$ cat src/rtl/uart_pkg.sv
// rtl/uart_pkg.sv - shared UART types and constants
package uart_pkg;

    localparam int UART_DATA_BITS = 8;

    typedef logic [UART_DATA_BITS-1:0] uart_byte_t;

    typedef enum logic [2:0] {
        IDLE,
        START,
        DATA,
        STOP,
        BREAK
    } uart_rx_state_e;

endpackage

$ cat src/rtl/sync_fifo.sv
// rtl/sync_fifo.sv - first-word fall-through synchronous FIFO
module sync_fifo #(
    parameter int WIDTH = 8,
    parameter int DEPTH = 8,
    localparam int AW = $clog2(DEPTH)
) (
    input  logic             clk,
    input  logic             rst_n,
    input  logic             wr_en,
    input  logic [WIDTH-1:0] wr_data,
    input  logic             rd_en,
    output logic [WIDTH-1:0] rd_data,
    output logic             full,
    output logic             empty,
    output logic [AW:0]      count
);

    logic [WIDTH-1:0] mem_q [DEPTH];
    logic [AW-1:0]    wr_ptr_q;
    logic [AW-1:0]    rd_ptr_q;
    logic [AW:0]      count_q;
    logic             rd_fire;
    logic             wr_fire;

    assign empty   = (count_q == '0);
    assign full    = (count_q == (AW+1)'(DEPTH));
    assign count   = count_q;
    // A read frees a slot in the same cycle, so a full FIFO still accepts a write alongside a pop.
    assign rd_fire = rd_en && !empty;
    assign wr_fire = wr_en && (!full || rd_fire);
    // The head is forced to zero while empty so stale storage never shows on the port.
    assign rd_data = empty ? '0 : mem_q[rd_ptr_q];

    // Storage array; contents are don't-care until written, so it carries no reset.
    always_ff @(posedge clk) begin
        if (wr_fire) begin
            mem_q[wr_ptr_q] <= wr_data;
        end
    end

    // Pointer and occupancy bookkeeping; pointers wrap naturally since DEPTH is a power of two.
    always_ff @(posedge clk or negedge rst_n) begin
        if (!rst_n) begin
            wr_ptr_q <= '0;
            rd_ptr_q <= '0;
            count_q  <= '0;
        end else begin
            if (wr_fire) begin
                wr_ptr_q <= wr_ptr_q + 1'b1;
            end
            if (rd_fire) begin
                rd_ptr_q <= rd_ptr_q + 1'b1;
            end
            case ({wr_fire, rd_fire})
                2'b10:   count_q <= count_q + 1'b1;
                2'b01:   count_q <= count_q - 1'b1;
                default: count_q <= count_q;
            endcase
        end
    end

endmodule

$ cat src/rtl/uart_rx_sniffer.sv
// rtl/uart_rx_sniffer.sv - 8N1 UART receiver with byte FIFO and error flags
module uart_rx_sniffer
    import uart_pkg::*;
#(
    parameter int CLKS_PER_BIT = 217,
    parameter int FIFO_DEPTH   = 8
) (
    input  logic                          clk,
    input  logic                          rst_n,
    input  logic                          rxd,
    output uart_byte_t                    rx_data,
    output logic                          rx_valid,
    input  logic                          rx_ready,
    output logic                          frame_err,
    output logic                          overflow,
    input  logic                          clear,
    output logic [$clog2(FIFO_DEPTH):0]   fifo_count
);

    localparam int CNT_W = $clog2(CLKS_PER_BIT);
    localparam logic [CNT_W-1:0] BIT_LAST  = CNT_W'(CLKS_PER_BIT - 1);
    localparam logic [CNT_W-1:0] HALF_LAST = CNT_W'(CLKS_PER_BIT / 2 - 1);
    localparam logic [2:0]       IDX_LAST  = 3'(UART_DATA_BITS - 1);

    logic           sync1_q;
    logic           sync2_q;
    logic           rxs;
    uart_rx_state_e state_q;
    logic [CNT_W-1:0] cnt_q;
    logic [2:0]     idx_q;
    uart_byte_t     shift_q;
    logic           push_q;
    logic           frame_err_q;
    logic           overflow_q;
    logic           overflow_d;
    logic           fifo_full;
    logic           fifo_empty;
    logic           pop;

    assign rxs       = sync2_q;
    assign rx_valid  = !fifo_empty;
    assign pop       = rx_valid && rx_ready;
    assign frame_err = frame_err_q;
    assign overflow  = overflow_q;

    // Two-flop synchronizer for the asynchronous serial line; resets to the idle (high) level.
    always_ff @(posedge clk or negedge rst_n) begin
        if (!rst_n) begin
            sync1_q <= 1'b1;
            sync2_q <= 1'b1;
        end else begin
            sync1_q <= rxd;
            sync2_q <= sync1_q;
        end
    end

    // Frame FSM: half-bit start qualification, mid-bit data sampling, stop check, break hold-off.
    always_ff @(posedge clk or negedge rst_n) begin
        if (!rst_n) begin
            state_q     <= IDLE;
            cnt_q       <= '0;
            idx_q       <= '0;
            shift_q     <= '0;
            push_q      <= 1'b0;
            frame_err_q <= 1'b0;
        end else begin
            push_q      <= 1'b0;
            frame_err_q <= 1'b0;
            case (state_q)
                IDLE: begin
                    if (!rxs) begin
                        state_q <= START;
                        cnt_q   <= '0;
                    end
                end
                START: begin
                    if (cnt_q == HALF_LAST) begin
                        cnt_q <= '0;
                        if (!rxs) begin
                            state_q <= DATA;
                            idx_q   <= '0;
                        end else begin
                            state_q <= IDLE;
                        end
                    end else begin
                        cnt_q <= cnt_q + 1'b1;
                    end
                end
                DATA: begin
                    if (cnt_q == BIT_LAST) begin
                        shift_q <= {rxs, shift_q[7:1]};
                        cnt_q   <= '0;
                        idx_q   <= idx_q + 1'b1;
                        if (idx_q == IDX_LAST) begin
                            state_q <= STOP;
                        end
                    end else begin
                        cnt_q <= cnt_q + 1'b1;
                    end
                end
                STOP: begin
                    if (cnt_q == BIT_LAST) begin
                        cnt_q <= '0;
                        if (rxs) begin
                            push_q  <= 1'b1;
                            state_q <= IDLE;
                        end else begin
                            frame_err_q <= 1'b1;
                            state_q     <= BREAK;
                        end
                    end else begin
                        cnt_q <= cnt_q + 1'b1;
                    end
                end
                BREAK: begin
                    if (rxs) begin
                        state_q <= IDLE;
                    end
                end
                default: state_q <= IDLE;
            endcase
        end
    end

    // A byte is lost only when it arrives on a full FIFO with no pop freeing a slot; set beats clear.
    always_comb begin
        overflow_d = overflow_q;
        if (push_q && fifo_full && !pop) begin
            overflow_d = 1'b1;
        end else if (clear) begin
            overflow_d = 1'b0;
        end
    end

    // Sticky overflow status register.
    always_ff @(posedge clk or negedge rst_n) begin
        if (!rst_n) begin
            overflow_q <= 1'b0;
        end else begin
            overflow_q <= overflow_d;
        end
    end

    sync_fifo #(
        .WIDTH (UART_DATA_BITS),
        .DEPTH (FIFO_DEPTH)
    ) u_fifo (
        .clk     (clk),
        .rst_n   (rst_n),
        .wr_en   (push_q),
        .wr_data (shift_q),
        .rd_en   (rx_ready),
        .rd_data (rx_data),
        .full    (fifo_full),
        .empty   (fifo_empty),
        .count   (fifo_count)
    );

endmodule
$ cat config.mk
export PLATFORM = sky130hd
export DESIGN_NAME = uart_rx_sniffer
export DESIGN_NICKNAME = d
export VERILOG_FILES = /design/src/rtl/uart_pkg.sv /design/src/rtl/sync_fifo.sv /design/src/rtl/uart_rx_sniffer.sv
export SDC_FILE = /design/constraint.sdc
export NUM_CORES = 1
export LEC_CHECK = 0
export ABC_AREA = 1
export CELL_PAD_IN_SITES_DETAIL_PLACEMENT = 1
export CELL_PAD_IN_SITES_GLOBAL_PLACEMENT = 1
export CORE_MARGIN = 3
export CORE_UTILIZATION = 47
export DETAILED_ROUTE_END_ITERATION = 8
export PLACE_DENSITY = 0.8
export SLEW_MARGIN = 20
export SYNTH_ARGS = -nofsm -noshare
export SYNTH_HDL_FRONTEND = slang
export SYNTH_SLANG_ARGS = --single-unit
$ cat constraint.sdc
create_clock -name clk -period 2.2 [get_ports clk]
set_input_delay 0.44 -clock clk [delete_from_list [all_inputs] [get_ports clk]]
set_output_delay 0.44 -clock clk [all_outputs]
set_load 0.01 [all_outputs]
==> PnR_summary.wiki <==
{| class="wikitable"
! Metric !! Value
|-
| Sinks on the clock net || 101
|-
| Cells after synthesis || 431
|-
| Max Slew Vio Count || 0
|-
| Final WS setup || -0.00244 ns
|-
| Part of the Yosys area used for sequential elements || 0.640
|-
| Iteration count of the initial detailed-routing pass || 4
|-
| Post-route fraction of the period consumed by the critical path || 1.00
|-
| Switching share of total power || 0.222
|-
| Detailed-route wire length || about 12 mm
|-
| Worst r2r src || u_fifo.count[0]$_DFFE_PN0P_
|-
| Setup slack of the worst register-to-register path || 0.22 ns
|-
| Fin area || 5460 um^2
|-
| Synth Flop Type || edfxtp_1
|-
| Wirelength per Cell || 19.0 um
|-
| Clk Latency, worst-skew pair || 0.37 ns
|-
| First-pass GRT wire length || ~19 mm
|-
| DRC errors left || 0
|-
| Cell area power density || approximately 570 nW/um^2
|-
| Vias post-DR || 3,326
|-
| Die Footprint || 10,700 um^2
|-
| Height of the chip || around 100 um
|-
| Boundary pin count || 20
|-
| Number of max-cap violations || 0
|-
| Total of warnings raised by yosys || 0
|-
| Clk pin slew, worst setup/hold paths || approximately 0.10 ns
|-
| Count leader, synth || nor2_1
|-
| Distinct cells, synth || 35
|-
| Post-synth EDFFs || 64
|-
| NumNets Final || 499
|-
| Worst-path maximum fanout || 6
|-
| Hold Path Class || primary input to asynchronous set/reset pin
|-
| Clock power share || 0.350
|-
| Category of the most critical setup path || flop to output port
|-
| Clk Tree Root Cell || clkbuf_8
|-
| Mean cell area of the mapped netlist || 10.3 um^2
|-
| Most frequent cell on the critical path || o21ai_1
|-
| Run status || finished with violations
|-
| Clock skew || 0.0100 ns
|-
| Cell count of the worst reg-to-reg path || 11
|-
| Nature of the critical path startpoint || flop
|-
| Combined area of all synthesized cells || roughly 4500 um^2
|-
| Total internal power || ~2.4 mW
|-
| Number of buffers created by CTS || 9
|-
| Sequential cell fraction of total power || 0.642
|-
| Levels on crit path || 9
|-
| I/O Buffers || 19
|-
| Ratio of cells with drive above 1 in the final layout || 0.245
|-
| Critical path's slowest cell || dfrtp_1
|-
| Cell leakage power || 2.37 nW
|-
| Reg-to-Reg End || u_fifo.count[2]$_DFFE_PN0P_
|-
| Endpoint class of the critical path || output port
|-
| Sum of internal, switching and leakage power || 3.12 mW
|-
| Category of cells accounting for the largest share of critical-path delay || buffers and inverters
|-
| Net count after synthesis || 445
|-
| Final number of setup-violating endpoints || 1
|-
| Clock tree from TritonCTS || done
|-
| Per-cell via count in the routed design || 5.40
|-
| Worst vdd ir || 0.329 mV
|-
| Cell taking the most area after synthesis || edfxtp_1
|-
| Half-perimeter wire length after detailed placement || between 7 and 8 mm
|-
| Violations in the final reports || setup timing
|-
| Starting DRC count in detailed routing || 221
|-
| Maximum achievable frequency || 454 MHz
|-
| Area of the core || roughly 9000 um^2
|-
| H-tree depth || 3
|-
| Critical path arrival || 1.76 ns
|-
| Slowest stage delay, CP || approximately 0.43 ns
|-
| Most used standard cells in the synthesized netlist || nor2_1, nand2_1, edfxtp_1, o21ai_0, dfrtp_1
|-
| P&R area growth vs syn || 22.5%
|-
| Maximum buffer depth of the clock tree || 2
|-
| Seq cells post-synth || 101
|-
| Maximum number of pins on one net before global-route repair || 35
|-
| Final hold violation count || 0
|-
| Synth top area share || 0.431
|-
| Global placement routability congestion || 0.825
|-
| Post-route ant nets || 0
|-
| Congestion Overflow GR || 0
|-
| Leading post-synthesis cells by cell area || edfxtp_1, dfrtp_1, nor2_1, nand2_1, o21ai_0
|-
| Switching power || 0.694 mW
|-
| Number of global-route vias before repair || roughly 3,600
|-
| # rows || 34
|-
| Data required time of the critical path || around 1.8 ns
|-
| Die W || between 100 and 150 um
|-
| Effective utilization at floorplan || 0.496
|-
| Number of antenna violations at the first check in global routing || 0
|-
| Clock period minus final worst setup slack || between 2 and 2.5 ns
|-
| Combinational Power Share || 0.008
|-
| Buffers & Inverters on Critical Path || 3
|-
| Overall global routing resource usage || 0.233
|-
| Cts hold-fix bufs || 0
|-
| Worst slew margin relative to its limit || 0.628
|-
| Pin slew with the least headroom to its limit || 0.553 ns
|-
| Area post-placement || 4960 um^2
|-
| Post-synthesis async set-or-reset flop share || 0.366
|-
| ANT cells || 0
|-
| Share of the core filled with cells in the final layout || 0.608
|-
| Unrepaired setup endpoints after global routing || true
|-
| Cell breakdown of the critical path || buf_12, buf_8, nor2_4, nor2_2, o21ai_2, o21ai_1, o21ai_1, nor2_1, buf_2
|}
[cells by family (layout without fill, tap and decap cells)]
kind of cell             count (synthesis)  after routing  synth area share
flip-flops                             101            101             0.640
adder cells (fa/ha/maj)                  9              9            0.0253
buffers and inverters                   40             99            0.0396
AO/OA/AOI/OAI                           82             82            0.0966
AND/OR/NAND/NOR                        193            193             0.187
XOR/XNOR                                 6              6            0.0118
[routing by layer]
metal  GRT usage  up-vias  part of all wire
met2       0.407       76              0.52
met5           0        -                 0
met3      0.0309       21             0.043
met4       0.103        0             0.022
li1            -     1560                 -
met1       0.290     1669              0.41
[layout by cell type, fill, tap and decap left out, types with 14 or more instances in the layout]
master | Yosys | layout
buf_4 | 1 | 23
dfrtp_1 | 35 | 35
edfxtp_1 | 64 | 64
inv_1 | 22 | 21
nand2_1 | 76 | 76
nor2_1 | 83 | 61
nor2_2 | 5 | 14
nor2_4 | 1 | 14
o21ai_0 | 46 | 23
o21ai_1 | 22 | 34
[layout make-up]
cell class	count	area (um^2)
Sequential cell	101	2850
Multi-Input combinational cell	290	1610
Clock buffer	10	128
Inverter	28	113
Fill cell	967	3520
Clock inverter	6	47.5
Timing Repair Buffer	55	558
Tap cell	126	158
[flip-flops by register name, summed over array words and instances (netlist names)]
register	cells
overflow	1
rxs	1
u_fifo.mem_q	64
u_fifo.rd_ptr_q	3
state_q	3
sync1_q	1
u_fifo.count	4
idx_q	3
cnt_q	8
shift_q	8
frame_err	1
u_fifo.wr_ptr_q	3
push_q	1
[worst max-delay path by stage]
stage	start	end	slack, ns
2_1_floorplan	u_fifo.count[0]$_DFFE_PN0P_	u_fifo.count[2]$_DFFE_PN0P_	0.20
3_3_place_gp	rx_ready	u_fifo.count[2]$_DFFE_PN0P_	-0.008
3_5_place_dp	rx_ready	u_fifo.count[2]$_DFFE_PN0P_	-0.17
4_1_cts	u_fifo.rd_ptr_q[0]$_DFFE_PN0P_	rx_data[5]	-0.006
5_1_grt	u_fifo.rd_ptr_q[0]$_DFFE_PN0P_	rx_data[4]	-0.09
6_report	u_fifo.rd_ptr_q[0]$_DFFE_PN0P_	rx_data[6]	-0.002
[power by group through the flow]
stage	clock [mW]	sequential (mW)	combinational, mW
after global placement	0	2.04	0.0261
after floorplan	0	2.04	0.00212
after global routing	1.19	2.00	0.0300
after CTS	1.11	2.00	0.0271
final	1.09	2.00	0.0260
after detailed placement	0	2.04	0.0269
[worst reg2reg max path, stage by stage, from the launching register on]
cell	delay, ns
dfrtp_1	0.42
nor2_4	0.15
nand3_4	0.15
nand2_2	0.11
inv_2	0.04
ha_1	0.24
nor2_1	0.15
nor2_2	0.07
ha_1	0.17
a21oi_1	0.14
xor2_1	0.15
o21ai_0	0.08
[metrics by stage]
step | cells | TNS (ns) | hold WS [ns] | worst slack, ns
2_1_floorplan | 431 | 0 | 0.144 | 0.197
3_3_place_gp | 590 | -0.00756 | 0.347 | -0.00756
3_5_place_dp | 590 | -1.97 | 0.357 | -0.172
4_1_cts | 614 | -0.00771 | 0.0494 | -0.00607
5_1_grt | 616 | -0.549 | 0.0824 | -0.0900
6_report | 616 | -0.00244 | 0.0550 | -0.00244
[timing repair]
| action | in CTS | in global routing |
|---|---|---|
| pin swaps | 11 | 27 |
| endpoints found under the setup margin | 8 | 12 |
| gates cloned | 1 | 2 |
| gates resized for setup | 58 | 64 |
| setup buffers | 7 | 0 |
Note: power is estimated with default switching activity, not from simulation.
